File: config.mk
export PLATFORM = sky130hd
export DESIGN_NAME = tli4970_reader
export DESIGN_NICKNAME = d
export VERILOG_FILES = /design/src/rtl/tli4970_reader.sv
export SDC_FILE = /design/constraint.sdc
export NUM_CORES = 1
export LEC_CHECK = 0
export CORE_ASPECT_RATIO = 0.6
export CORE_UTILIZATION = 50
export CTS_CLUSTER_SIZE = 28
export DETAILED_ROUTE_END_ITERATION = 8
export DONT_BUFFER_PORTS = 1
export SYNTH_ARGS = -nofsm -noshare
export SYNTH_HDL_FRONTEND = slang
export SYNTH_SLANG_ARGS = --single-unit
File: constraint.sdc
create_clock -name clk -period 4.35 [get_ports clk]
set_clock_uncertainty 0.1 [all_clocks]
set_input_delay 1.0875 -clock clk [delete_from_list [all_inputs] [get_ports clk]]
set_output_delay 1.0875 -clock clk [all_outputs]
set_load 0.05 [all_outputs]
File: src/rtl/tli4970_reader.sv
// tli4970_reader: periodic SPI readout sequencer for the TLI4970 current sensor.
// A free-running period counter starts one 16-bit mode-0 SPI frame per period
// (when enabled). Each frame is checked for even parity and message type 0.
// Good frames publish an offset-corrected signed current; bad ones are counted.
//
// Ports:
//   clk, reset_n      system clock, async active-low reset
//   enable            gates frame starts (a frame in flight always completes)
//   spi_miso          sensor data, sampled on the clk edge that raises spi_sck
//   spi_cs_n, spi_sck SPI chip select (active low) and clock (idles low)
//   current           signed 13-bit current, holds last good value
//   current_valid     1-cycle pulse when current updates
//   frame_error       1-cycle pulse on a rejected frame
//   ocd               over-current flag of last good frame
//   raw_frame         last received frame, good or bad
//   error_count       rejected-frame count, saturating at 255
module tli4970_reader #(
  parameter int CLK_FREQ    = 32_000_000,
  parameter int SAMPLE_RATE = 500,
  parameter int SCK_DIV     = 16,
  parameter int CS_LEAD     = 2,
  parameter int CS_LAG      = 2
) (
  input  logic        clk,
  input  logic        reset_n,
  input  logic        enable,
  input  logic        spi_miso,
  output logic        spi_cs_n,
  output logic        spi_sck,
  output logic [12:0] current,
  output logic        current_valid,
  output logic        frame_error,
  output logic        ocd,
  output logic [15:0] raw_frame,
  output logic [7:0]  error_count
);

  localparam int P  = CLK_FREQ / SAMPLE_RATE;
  localparam int PW = (P > 1) ? $clog2(P) : 1;

  typedef enum logic [2:0] {IDLE, LEAD, SHIFT, LAG, CHECK} state_t;

  state_t        state, state_n;
  logic [15:0]   timer, timer_n;
  logic [3:0]    bit_cnt, bit_n;
  logic [PW-1:0] per_cnt;
  logic          tick;
  logic [15:0]   shreg;
  logic          cs_n_d, sck_d;
  logic          frame_good;

  // Period counter runs regardless of FSM state so frame starts stay on a
  // fixed grid; ticks arriving outside IDLE are simply dropped.
  assign tick = (per_cnt == PW'(P - 1));

  always_ff @(posedge clk or negedge reset_n) begin
    if (!reset_n) per_cnt <= '0;
    else          per_cnt <= tick ? '0 : per_cnt + 1'b1;
  end

  always_ff @(posedge clk or negedge reset_n) begin
    if (!reset_n) begin
      state   <= IDLE;
      timer   <= '0;
      bit_cnt <= '0;
    end else begin
      state   <= state_n;
      timer   <= timer_n;
      bit_cnt <= bit_n;
    end
  end

  // timer counts clocks within the current state; in SHIFT it spans one
  // full SCK period (low phase 0..SCK_DIV-1, high phase SCK_DIV..2*SCK_DIV-1).
  always_comb begin
    state_n = state;
    timer_n = timer + 16'd1;
    bit_n   = bit_cnt;
    unique case (state)
      IDLE: begin
        timer_n = '0;
        if (tick && enable) state_n = LEAD;
      end
      LEAD: begin
        if (timer == 16'(CS_LEAD - 1)) begin
          state_n = SHIFT;
          timer_n = '0;
          bit_n   = 4'd15;
        end
      end
      SHIFT: begin
        if (timer == 16'(2 * SCK_DIV - 1)) begin
          timer_n = '0;
          if (bit_cnt == 4'd0) state_n = LAG;
          else                 bit_n   = bit_cnt - 4'd1;
        end
      end
      LAG: begin
        if (timer == 16'(CS_LAG - 1)) begin
          state_n = CHECK;
          timer_n = '0;
        end
      end
      CHECK: begin
        state_n = IDLE;
        timer_n = '0;
      end
      default: begin
        state_n = IDLE;
        timer_n = '0;
      end
    endcase
  end

  // SPI pins are registered from the next-state view so they line up exactly
  // with the registered state (CS low for precisely LEAD+SHIFT+LAG clocks).
  assign cs_n_d = !(state_n inside {LEAD, SHIFT, LAG});
  assign sck_d  = (state_n == SHIFT) && (timer_n >= 16'(SCK_DIV));

  always_ff @(posedge clk or negedge reset_n) begin
    if (!reset_n) begin
      spi_cs_n <= 1'b1;
      spi_sck  <= 1'b0;
      shreg    <= '0;
    end else begin
      spi_cs_n <= cs_n_d;
      spi_sck  <= sck_d;
      // Sample on the edge that raises SCK; the sensor launched the bit on
      // the previous falling edge, so it has been stable for SCK_DIV clocks.
      if (sck_d && !spi_sck) shreg <= {shreg[14:0], spi_miso};
    end
  end

  // Even overall parity and message type 0 (current reading).
  assign frame_good = ~(^shreg) & ~shreg[15];

  always_ff @(posedge clk or negedge reset_n) begin
    if (!reset_n) begin
      current       <= '0;
      current_valid <= 1'b0;
      frame_error   <= 1'b0;
      ocd           <= 1'b0;
      raw_frame     <= '0;
      error_count   <= '0;
    end else begin
      current_valid <= 1'b0;
      frame_error   <= 1'b0;
      if (state == CHECK) begin
        raw_frame <= shreg;
        if (frame_good) begin
          // Offset binary minus 4096 is just an MSB flip.
          current       <= {~shreg[12], shreg[11:0]};
          ocd           <= shreg[13];
          current_valid <= 1'b1;
        end else begin
          frame_error <= 1'b1;
          if (error_count != 8'hFF) error_count <= error_count + 8'd1;
        end
      end
    end
  end

endmodule

==> qor.log, run 1 <==
INFO  status         outcome=completed
INFO  sta            fin_setup_tns=0ps
INFO  final_layout   instances_no_fill=519
INFO  clocking       htree_num_levels=3
INFO  clocking       post_cts_resized=0
INFO  worst_setup_path arrival=3180ps
INFO  clocking       cts_tree=done
INFO  power          worst_vdd_rail_ir_drop=0.000223V
INFO  worst_setup_path rr_endpoint=shreg[10]
INFO  clocking       cts_buffers=9
INFO  worst_setup_path required=4470ps
INFO  yosys          synthCells=406
INFO  yosys          post_synth_instance_area=4600µm²
INFO  yosys          yosys_warnings=0
INFO  clocking       cts.repair_timing.setup_buffer_count=0
INFO  detailed_routing drt-wirelength-per-cell=16.3µm
INFO  grt            globalRoute.totalOverflow=0
INFO  place          dp.final_hpwl=5840µm
INFO  yosys          postSynthNetCount=415
INFO  yosys          synth_top_flop_cell=sky130_fd_sc_hd__dfrtp_1
INFO  power          p_leak=2.42nW
INFO  yosys          yosys.area_share.adder=1.36%
INFO  die            fp.dieH=76.3µm
INFO  clocking       clock-sinks=97
INFO  clocking       clock_tree_buf_depth=2
INFO  detailed_routing drcViolationCount=0
INFO  sta            setup_repair_after_global_routing_missed_its_margin=false
INFO  clocking       clk_latency_worst_skew_pair=330ps
INFO  worst_setup_path timing_worst_setup_path_type=reg2reg
INFO  worst_setup_path path_max_fanout=16
INFO  grt            grt_pass1_wl=14900µm
INFO  final_layout   antenna_cells_inserted=0
INFO  final_layout   areaGrowthSynthToFinish=7.79%
INFO  die            ioPinCount=46
INFO  yosys          ffs_w_async_s_r_synth=100%
INFO  worst_setup_path timing.critical_path.slowest_cell_delay=730ps
INFO  detailed_routing drt_wl_total=8480µm
INFO  yosys          postSynthRegisterBits=97
INFO  sta            slew_violations=0
INFO  sta            setup_violations=0
INFO  place          io_buffers=0
INFO  worst_setup_path critPathLaunchType=flop
INFO  yosys          synth_cell_types=53
INFO  detailed_routing vias=2828
INFO  grt            grt_antenna_before_repair=0
INFO  power          power.density_cell_area=368nW/µm²
INFO  die            dieArea=9590µm²
INFO  yosys          yosys-mux-area-fraction=8.85%
INFO  die            initial_utilization=52.7%
INFO  yosys          yosys.area_share.simple=20.1%
INFO  sta            transition_time_of_the_tightest_slew_check_pin=853ps
INFO  grt            grt_max_degree=98
INFO  die            chipWidth=126µm
INFO  grt            via_count_of_the_first_global_routing_pass=2811
INFO  clocking       clock_tree.root_cell=sky130_fd_sc_hd__clkbuf_16
INFO  grt            globalRouteTotalUtil=19.9%
INFO  sta            slew_headroom=43.1%
INFO  worst_setup_path worstReg2RegStart=timer[0]
INFO  yosys          yosys.area_share.xor_xnor=9.86%
INFO  sta            min_period_over_period=70.4%
INFO  clocking       post_cts_hold_buffer_count=0
INFO  yosys          synth_top_family_by_area=simple AND/OR/NAND/NOR gates
INFO  die            placement_rows=26
INFO  die            core_region=8720µm²
INFO  final_layout   final_layout_size_suffix_gt1_share=14.7%
INFO  clocking       path_clk_slew=70ps
INFO  yosys          synth-compound-area-share=3.05%
INFO  final_layout   nets=411
INFO  detailed_routing ant_nets=0
INFO  job            max_cap_violations=0
INFO  worst_setup_path critical_path_cell_by_cell=ha_1 > nand3_4 > nor3_1 > mux2i_1 > nor4b_4 > a211o_1 > mux2_2
INFO  worst_setup_path r2r.worst_path.cells=7
INFO  sta            timing.final.hold_violations=0
INFO  worst_hold_path class_of_the_most_critical_hold_timing_path=in2async
INFO  detailed_routing drt_first_pass_iters=4
INFO  worst_setup_path reg2reg_slack=1290ps
INFO  sta            fin_crit=3060ps
INFO  detailed_routing initialDrtViolationCount=176
INFO  place          dp_cells=503
INFO  sta            maxClockFrequency=326MHz
INFO  detailed_routing detailed_route_vias_per_instance=5.45
INFO  place          routabilityCongestion=0.779
INFO  yosys          proportion_of_synthesized_chip_area_in_sequential_cells=52.8%
INFO  yosys          synthesis.area_per_instance=11.3µm²
INFO  yosys          synth_enable_flop_cells=0
INFO  worst_setup_path timing.critical_path.to_type=flop
INFO  worst_setup_path slowest_cell_on_the_critical_path=sky130_fd_sc_hd__a211o_1
final cells by class:
class	count	area [µm²]
Fill cell	720	3760
Clock inverter	6	113
Clock buffer	10	239
Timing Repair Buffer	2	15.0
Tap cell	112	140
Inverter	9	33.8
Multi-Input combinational cell	283	1980
Sequential cell	97	2430
power by group:
part | switching, mW | internal (mW) | leakage [nW]
logic | 0.00405 | 0.00529 | 0.950
clock network | 0.328 | 0.580 | 0.173
registers | 0.00150 | 0.903 | 1.29
total | 0.333 | 1.49 | 2.42
worst max path at each step:
stage | slack, ps | depth (start not counted) | to | start
CTS | 1320 | 7 | shreg[10] | timer[0]
finish | 1290 | 7 | shreg[10] | timer[0]
global placement | 1440 | 7 | shreg[14] | timer[0]
detailed placement | 1360 | 7 | shreg[10] | timer[0]
global route | 1080 | 7 | shreg[10] | timer[0]
floorplan | 1770 | 9 | shreg[0] | timer[0]
synthesized netlist by cell type (2+ instances only):
master	n	area, µm²
sky130_fd_sc_hd__a21oi_1	4	20.0
sky130_fd_sc_hd__a31oi_1	3	18.8
sky130_fd_sc_hd__and3_1	4	25.0
sky130_fd_sc_hd__and4_1	3	26.3
sky130_fd_sc_hd__buf_6	6	67.6
sky130_fd_sc_hd__clkbuf_1	6	22.5
sky130_fd_sc_hd__clkbuf_8	2	27.5
sky130_fd_sc_hd__dfrtp_1	96	2400
sky130_fd_sc_hd__ha_1	5	62.6
sky130_fd_sc_hd__inv_1	9	33.8
sky130_fd_sc_hd__mux2_1	4	45.0
sky130_fd_sc_hd__mux2_2	17	191
sky130_fd_sc_hd__mux2_4	10	150
sky130_fd_sc_hd__mux2i_1	2	20.0
sky130_fd_sc_hd__nand2_1	59	221
sky130_fd_sc_hd__nand2b_1	2	12.5
sky130_fd_sc_hd__nand3_1	14	70.1
sky130_fd_sc_hd__nand4_1	11	68.8
sky130_fd_sc_hd__nand4_4	2	42.5
sky130_fd_sc_hd__nor2_1	47	176
sky130_fd_sc_hd__nor2b_1	2	12.5
sky130_fd_sc_hd__nor3_1	14	70.1
sky130_fd_sc_hd__nor4_1	6	37.5
sky130_fd_sc_hd__nor4_2	2	25.0
sky130_fd_sc_hd__o21ai_0	3	15.0
sky130_fd_sc_hd__or3_1	2	12.5
sky130_fd_sc_hd__xnor2_1	26	228
sky130_fd_sc_hd__xnor3_1	3	67.6
sky130_fd_sc_hd__xor2_1	18	158
cell usage in the layout (no fill, tap or decap), types with 2 or more instances in the layout:
| cell type | synthesis | layout |
|---|---|---|
| sky130_fd_sc_hd__nand4_1 | 11 | 11 |
| sky130_fd_sc_hd__buf_4 | 1 | 2 |
| sky130_fd_sc_hd__clkbuf_16 | 0 | 9 |
| sky130_fd_sc_hd__xnor3_1 | 3 | 3 |
| sky130_fd_sc_hd__nand4_4 | 2 | 2 |
| sky130_fd_sc_hd__nor4_1 | 6 | 6 |
| sky130_fd_sc_hd__nor3_1 | 14 | 14 |
| sky130_fd_sc_hd__xor2_1 | 18 | 18 |
| sky130_fd_sc_hd__nand2_1 | 59 | 59 |
| sky130_fd_sc_hd__dfrtp_1 | 96 | 96 |
| sky130_fd_sc_hd__and3_1 | 4 | 4 |
| sky130_fd_sc_hd__mux2_4 | 10 | 10 |
| sky130_fd_sc_hd__xnor2_1 | 26 | 26 |
| sky130_fd_sc_hd__mux2i_1 | 2 | 2 |
| sky130_fd_sc_hd__inv_1 | 9 | 9 |
| sky130_fd_sc_hd__a21oi_1 | 4 | 4 |
| sky130_fd_sc_hd__mux2_1 | 4 | 4 |
| sky130_fd_sc_hd__mux2_2 | 17 | 17 |
| sky130_fd_sc_hd__nor2_1 | 47 | 47 |
| sky130_fd_sc_hd__nand3_1 | 14 | 14 |
| sky130_fd_sc_hd__nor2b_1 | 2 | 2 |
| sky130_fd_sc_hd__a31oi_1 | 3 | 3 |
| sky130_fd_sc_hd__ha_1 | 5 | 5 |
| sky130_fd_sc_hd__and4_1 | 3 | 3 |
| sky130_fd_sc_hd__bufinv_16 | 0 | 3 |
| sky130_fd_sc_hd__or3_1 | 2 | 2 |
| sky130_fd_sc_hd__nand2b_1 | 2 | 2 |
| sky130_fd_sc_hd__inv_6 | 0 | 2 |
| sky130_fd_sc_hd__o21ai_0 | 3 | 3 |
| sky130_fd_sc_hd__nor4_2 | 2 | 2 |
critical path, delay by kind of cell (launching register included):
family	cells	cell delay, ps
compound gates	1	730
mux	2	590
simple gates	3	810
flops	1	430
fa+ha+maj	1	280
cell families after synthesis:
family | Yosys count
simple gates | 179
xor+xnor | 47
flops | 97
compound gates | 19
buf+inv | 26
mux | 33
fa+ha+maj | 5
routing by layer:
metal | vias to the layer above | track usage, % | share of wire [%]
met3 | 6 | 5.90 | 5.7
li1 | 1385 | - | -
met4 | 0 | 4.34 | 0.68
met1 | 1382 | 30.8 | 54
met2 | 55 | 27.2 | 40
met5 | - | 0 | 0
flip-flops by register name, summed over array words and instances (netlist names), 3 cells and up:
| signal | flops |
|---|---|
| bit_cnt | 4 |
| current | 13 |
| error_count | 8 |
| per_cnt | 16 |
| raw_frame | 16 |
| shreg | 16 |
| state | 3 |
| timer | 16 |
through the flow:
step / total power, mW / util [%] / cell area (µm²) / worst slack, ps / hold WS, ps
2_1_floorplan: 0.929 / - / 4600 / 1770 / 342
6_report: 1.82 / 56.8 / 4950 / 1290 / 343
3_5_place_dp: 0.931 / 52.8 / 4600 / 1360 / 358
4_1_cts: 1.85 / 56.8 / 4950 / 1320 / 336
3_3_place_gp: 0.931 / 52.8 / 4600 / 1440 / 361
5_1_grt: 1.88 / 56.8 / 4950 / 1080 / 325
(Power assumes the default switching activity.)
==> run 2: changes to the inputs <==
--- a/config.mk
+++ b/config.mk
@@ -10,6 +10,7 @@
 export CTS_CLUSTER_SIZE = 28
 export DETAILED_ROUTE_END_ITERATION = 8
 export DONT_BUFFER_PORTS = 1
+export PLACE_DENSITY = 0.68
 export SYNTH_ARGS = -nofsm -noshare
 export SYNTH_HDL_FRONTEND = slang
 export SYNTH_SLANG_ARGS = --single-unit
==> constraint.sdc (replaced) <==
create_clock -name clk -period 2.8 [get_ports clk]
set_clock_uncertainty 0.1 [all_clocks]
set_input_delay 0.7 -clock clk [delete_from_list [all_inputs] [get_ports clk]]
set_output_delay 0.7 -clock clk [all_outputs]
set_load 0.05 [all_outputs]
==> run 2 against run 1 <==
- the run now ends with negative hold slack left
- setup slack lost 1100 ps
- clock power grew 44%
- critical endpoint is now shreg[2]
- core utilization grew 0.66 points
- non-clock buffer count grew 10
- fmax grew 15%
- die area is the same
- cell count grew 1.9%
- register-to-register slack lost 1100 ps
- routed wire length grew 1.9%
- global-route usage shrank 0.078 points
- sequential power grew 56%
==> qor.log, run 2 (same netlist as run 1, synthesis figures left out) <==
INFO  job            max_cap_violations=0
INFO  worst_setup_path timing.critical_path.to_type=flop
INFO  worst_setup_path reg2reg_slack=150ps
INFO  die            dieArea=9590µm²
INFO  worst_setup_path timing.critical_path.slowest_cell_delay=410ps
INFO  final_layout   instances_no_fill=529
INFO  power          p_leak=2.46nW
INFO  worst_setup_path timing_worst_setup_path_type=reg2reg
INFO  die            ioPinCount=46
INFO  die            placement_rows=26
INFO  final_layout   final_layout_size_suffix_gt1_share=16.5%
INFO  place          placedInstanceArea=4690µm²
INFO  power          total_power=2.73mW
INFO  clocking       clock_tree.root_cell=sky130_fd_sc_hd__clkbuf_16
INFO  clocking       clock-sinks=97
INFO  grt            globalRoute.totalOverflow=0
INFO  clocking       cts_tree=done
INFO  final_layout   layout.cells.most_common_list=sky130_fd_sc_hd__dfrtp_1 (96), sky130_fd_sc_hd__nand2_1 (59), sky130_fd_sc_hd__nor2_1 (47)
INFO  final_layout   fill_cells=737
INFO  sta            maxClockFrequency=377MHz
INFO  final_layout   areaGrowthSynthToFinish=9.04%
INFO  worst_setup_path critical_path_cell_by_cell=ha_1 > nand3_4 > nor3_1 > mux2i_1 > nor4b_4 > a211o_1 > buf_12 > mux2_4
INFO  sta            min_period_over_period=94.8%
INFO  die            chipWidth=126µm
INFO  detailed_routing route.layer.met1.wl=4420µm
INFO  detailed_routing drcViolationCount=0
INFO  place          dp.final_hpwl=5820µm
INFO  clocking       htree_num_levels=3
INFO  detailed_routing top_layer=met4
INFO  sta            fin_crit=2650ps
INFO  worst_hold_path class_of_the_most_critical_hold_timing_path=in2async
INFO  clocking       cts.repair_timing.setup_buffer_count=0
INFO  clocking       post_cts_resized=0
INFO  power          power.density_cell_area=545nW/µm²
INFO  worst_setup_path arrival=2780ps
INFO  grt            grt_max_degree=98
INFO  final_layout   antenna_cells_inserted=0
INFO  worst_setup_path path_max_fanout=16
INFO  place          io_buffers=0
INFO  worst_setup_path required=2920ps
INFO  sta            timing.final.hold_violations=96
INFO  power          worst_vdd_rail_ir_drop=0.000398V
INFO  clocking       cts_buffers=9
INFO  sta            slew_violations=0
INFO  detailed_routing drt_first_pass_iters=4
INFO  detailed_routing met2_length=3570µm
INFO  status         outcome=finished, violations left
INFO  final_layout   final_common_cell=sky130_fd_sc_hd__dfrtp_1
INFO  sta            slew_headroom=58.5%
INFO  final_layout   nets=421
INFO  die            core_region=8720µm²
INFO  die            initial_utilization=52.7%
INFO  status         violated_checks=negative hold slack
INFO  grt            via_count_of_the_first_global_routing_pass=2824
INFO  clocking       clk_latency_worst_skew_pair=350ps
INFO  grt            grt_antenna_before_repair=0
INFO  sta            setup_slack_of_the_critical_path_after_layout=146ps
INFO  sta            setup_violations=0
INFO  die            fp.dieH=76.3µm
INFO  grt            grt_pass1_wl=14800µm
INFO  final_layout   finish.instance_area=5010µm²
INFO  detailed_routing met3_wirelength=561µm
INFO  place          place_ws=164ps
INFO  sta            fin_setup_tns=0ps
INFO  place          routabilityCongestion=0.839
INFO  grt            globalRouteTotalUtil=19.8%
INFO  place          dp_cells=513
INFO  detailed_routing detailed_route_vias_per_instance=5.50
INFO  sta            setup_repair_after_global_routing_missed_its_margin=false
INFO  detailed_routing initialDrtViolationCount=230
INFO  clocking       path_clk_slew=70ps
INFO  detailed_routing vias=2907
INFO  sta            hold_ws=-49.4ps
INFO  worst_setup_path r2r.worst_path.cells=8
INFO  clocking       clock_tree_buf_depth=2
INFO  worst_setup_path critPathLaunchType=flop
INFO  worst_setup_path slowest_cell_on_the_critical_path=sky130_fd_sc_hd__dfrtp_1
INFO  final_layout   utilization=57.5%
INFO  sta            transition_time_of_the_tightest_slew_check_pin=623ps
INFO  detailed_routing drt_wl_total=8630µm
INFO  detailed_routing ant_nets=0
INFO  detailed_routing drt-wirelength-per-cell=16.3µm
==> run 2: final timing paths <==
check                           start         end
min reg2reg                per_cnt[8]  per_cnt[8]
max                          timer[1]    shreg[2]
max reg2reg                  timer[1]    shreg[2]
min                           reset_n  bit_cnt[2]
min in group clk           per_cnt[8]  per_cnt[8]
max in group asynchronous     reset_n    spi_cs_n
==> run 2: critical path, delay by kind of cell (launching register included) <==
kind	cells	cell delay [ps]
flip-flops	1	410
buffers and inverters	1	180
AO/OA/AOI/OAI	1	340
AND/OR/NAND/NOR	3	600
adder cells (fa/ha/maj)	1	270
multiplexers	2	630
==> run 2: layout make-up <==
type,count,area (µm²),area share (%)
clock buffers,11,243,4.84
clock inverters,5,78.8,1.57
inverters,9,33.8,0.674
multi-input cells,283,1980,39.6
flip-flops and latches,97,2430,48.5
well taps,112,140,2.80
repair buffers,12,103,2.05
==> run 2: metal layers <==
metal,GRT usage (%),up-vias
li1,-,1394
met1,30.1,1431
met2,26.5,71
met3,6.67,11
met4,5.78,0
met5,0,-
==> run 2: power by group <==
part / internal (mW) / switching, mW / total [mW] / leakage (nW)
registers: 1.40 / 0.00246 / 1.41 / 1.29
clock network: 0.805 / 0.505 / 1.31 / 0.159
logic: 0.0100 / 0.00724 / 0.0173 / 1.00
==> run 3: changes to the inputs <==
--- a/config.mk
+++ b/config.mk
@@ -10,6 +10,8 @@
 export CTS_CLUSTER_SIZE = 28
 export DETAILED_ROUTE_END_ITERATION = 8
 export DONT_BUFFER_PORTS = 1
+export GPL_ROUTABILITY_DRIVEN = 0
+export MAX_ROUTING_LAYER = met4
 export PLACE_DENSITY = 0.68
 export SYNTH_ARGS = -nofsm -noshare
 export SYNTH_HDL_FRONTEND = slang
==> run 3 against run 2 <==
- the run still ends with negative hold slack left
- critical path depth did not move
- count of clock-buffer cells in the layout unchanged
- fmax decreased by 0.15%
- non-clock buffer count did not move
- setup slack got worse by 4.1 ps
- routed wire length fell by 0.32%
- via count rose by 0.41%
- hold slack better by 1.7 ps
- global-route usage is 0.63 points higher
- design area is the same
- die area is the same
- critical endpoint unchanged
- largest power group unchanged
==> qor.log, run 3 (same netlist as run 1, synthesis figures left out) <==
INFO  power          worst_vdd_rail_ir_drop=0.000398V
INFO  clocking       clock_tree_buf_depth=2
INFO  worst_setup_path worstReg2RegStart=timer[1]
INFO  clocking       post_cts_resized=0
INFO  clocking       clock-sinks=97
INFO  sta            fin_crit=2660ps
INFO  worst_setup_path reg2reg_slack=140ps
INFO  die            fp.dieH=76.3µm
INFO  sta            setup_slack_of_the_critical_path_after_layout=142ps
INFO  final_layout   multiInputGateArea=1980µm²
INFO  final_layout   fill_cells=737
INFO  grt            globalRoute.totalOverflow=0
INFO  die            initial_utilization=52.7%
INFO  status         violated_checks=negative hold slack
INFO  die            chipWidth=126µm
INFO  detailed_routing drt_first_pass_iters=4
INFO  place          io_buffers=0
INFO  sta            fin_setup_tns=0ps
INFO  detailed_routing vias=2919
INFO  worst_setup_path rr_endpoint=shreg[2]
INFO  grt            grt_max_degree=98
INFO  sta            slew_headroom=57.9%
INFO  final_layout   utilization=57.5%
INFO  clocking       clk_latency_worst_skew_pair=350ps
INFO  die            ioPinCount=46
INFO  clocking       cts_tree=done
INFO  final_layout   final_common_cell=sky130_fd_sc_hd__dfrtp_1
INFO  place          placedInstanceArea=4690µm²
INFO  grt            via_count_of_the_first_global_routing_pass=2817
INFO  die            core_region=8720µm²
INFO  grt            globalRouteTotalUtil=20.4%
INFO  final_layout   seqCellArea=2430µm²
INFO  sta            timing.final.hold_violations=96
INFO  place          dp.final_hpwl=5820µm
INFO  power          power.density_cell_area=545nW/µm²
INFO  final_layout   areaGrowthSynthToFinish=9.04%
INFO  place          place_ws=164ps
INFO  power          p_leak=2.46nW
INFO  clocking       cts.repair_timing.setup_buffer_count=0
INFO  place          dp_cells=513
INFO  clocking       cts_buffers=9
INFO  die            dieArea=9590µm²
INFO  worst_setup_path path_max_fanout=16
INFO  detailed_routing drcViolationCount=0
INFO  status         outcome=finished, violations left
INFO  sta            transition_time_of_the_tightest_slew_check_pin=631ps
INFO  sta            slew_violations=0
INFO  sta            setup_repair_after_global_routing_missed_its_margin=false
INFO  final_layout   antenna_cells_inserted=0
INFO  worst_setup_path timing_worst_setup_path_type=reg2reg
INFO  worst_hold_path class_of_the_most_critical_hold_timing_path=in2async
INFO  sta            hold_ws=-47.7ps
INFO  grt            grt_antenna_before_repair=0
INFO  final_layout   layout.cells.most_common_list=sky130_fd_sc_hd__dfrtp_1 (96), sky130_fd_sc_hd__nand2_1 (59), sky130_fd_sc_hd__nor2_1 (47)
INFO  detailed_routing drt_wl_total=8610µm
INFO  sta            maxClockFrequency=376MHz
INFO  clocking       htree_num_levels=3
INFO  final_layout   instances_no_fill=529
INFO  die            placement_rows=26
INFO  worst_setup_path r2r.worst_path.cells=8
INFO  worst_setup_path timing.critical_path.to_type=flop
INFO  worst_setup_path required=2920ps
INFO  worst_setup_path critPathLaunchType=flop
INFO  detailed_routing ant_nets=0
INFO  power          total_power=2.73mW
INFO  clocking       clock_tree.root_cell=sky130_fd_sc_hd__clkbuf_16
INFO  final_layout   nets=421
INFO  worst_setup_path arrival=2780ps
INFO  detailed_routing initialDrtViolationCount=206
INFO  detailed_routing drt-wirelength-per-cell=16.3µm
INFO  grt            grt_pass1_wl=14800µm
INFO  final_layout   final_layout_size_suffix_gt1_share=16.5%
INFO  sta            setup_violations=0
INFO  final_layout   finish.instance_area=5010µm²
INFO  job            max_cap_violations=0
INFO  clocking       path_clk_slew=70ps
INFO  detailed_routing detailed_route_vias_per_instance=5.52
INFO  sta            min_period_over_period=94.9%
[run 3: cell counts in the layout (fill, tap and decap cells not counted)]
Identical to the previous run, type by type.
[run 3: power by group]
part | switching [mW] | total, mW | internal (mW)
combinational | 0.00721 | 0.0173 | 0.0100
clock | 0.505 | 1.31 | 0.805
sequential | 0.00235 | 1.41 | 1.40
total | 0.515 | 2.73 | 2.22
[run 3: area by class of cell]
| class | count | area share (%) |
|---|---|---|
| multi-input combinational | 283 | 39.6 |
| sequential | 97 | 48.5 |
| clock buffer | 11 | 4.84 |
| tap | 112 | 2.80 |
| inverter | 9 | 0.674 |
| timing repair buffer | 12 | 2.05 |
| clock inverter | 5 | 1.57 |
[run 3: worst max-delay path by stage]
stage | start | endpoint | slack, ps | depth (start not counted)
floorplan | timer[0] | shreg[0] | 220 | 9
detailed placement | timer[1] | shreg[1] | 160 | 8
global route | timer[1] | shreg[1] | 7 | 8
CTS | timer[1] | shreg[2] | 130 | 8
global placement | timer[1] | shreg[8] | 220 | 8
finish | timer[1] | shreg[2] | 140 | 8
[run 3: critical path: stages, from the launching register on]
cell and delay [ps]:
sky130_fd_sc_hd__dfrtp_1 410, sky130_fd_sc_hd__ha_1 270, sky130_fd_sc_hd__nand3_4 140, sky130_fd_sc_hd__nor3_1 380, sky130_fd_sc_hd__mux2i_1 330, sky130_fd_sc_hd__nor4b_4 80
sky130_fd_sc_hd__a211o_1 340, sky130_fd_sc_hd__buf_12 180, sky130_fd_sc_hd__mux2_4 300
[run 3: layer usage]
metal  wire, µm  up-vias  global-route usage (%)
met5          0        -                       -
met4         61        0                    5.78
met3        480        6                    6.04
met2       3610       64                    26.3
met1       4460     1447                    30.7
li1           -     1402                       -
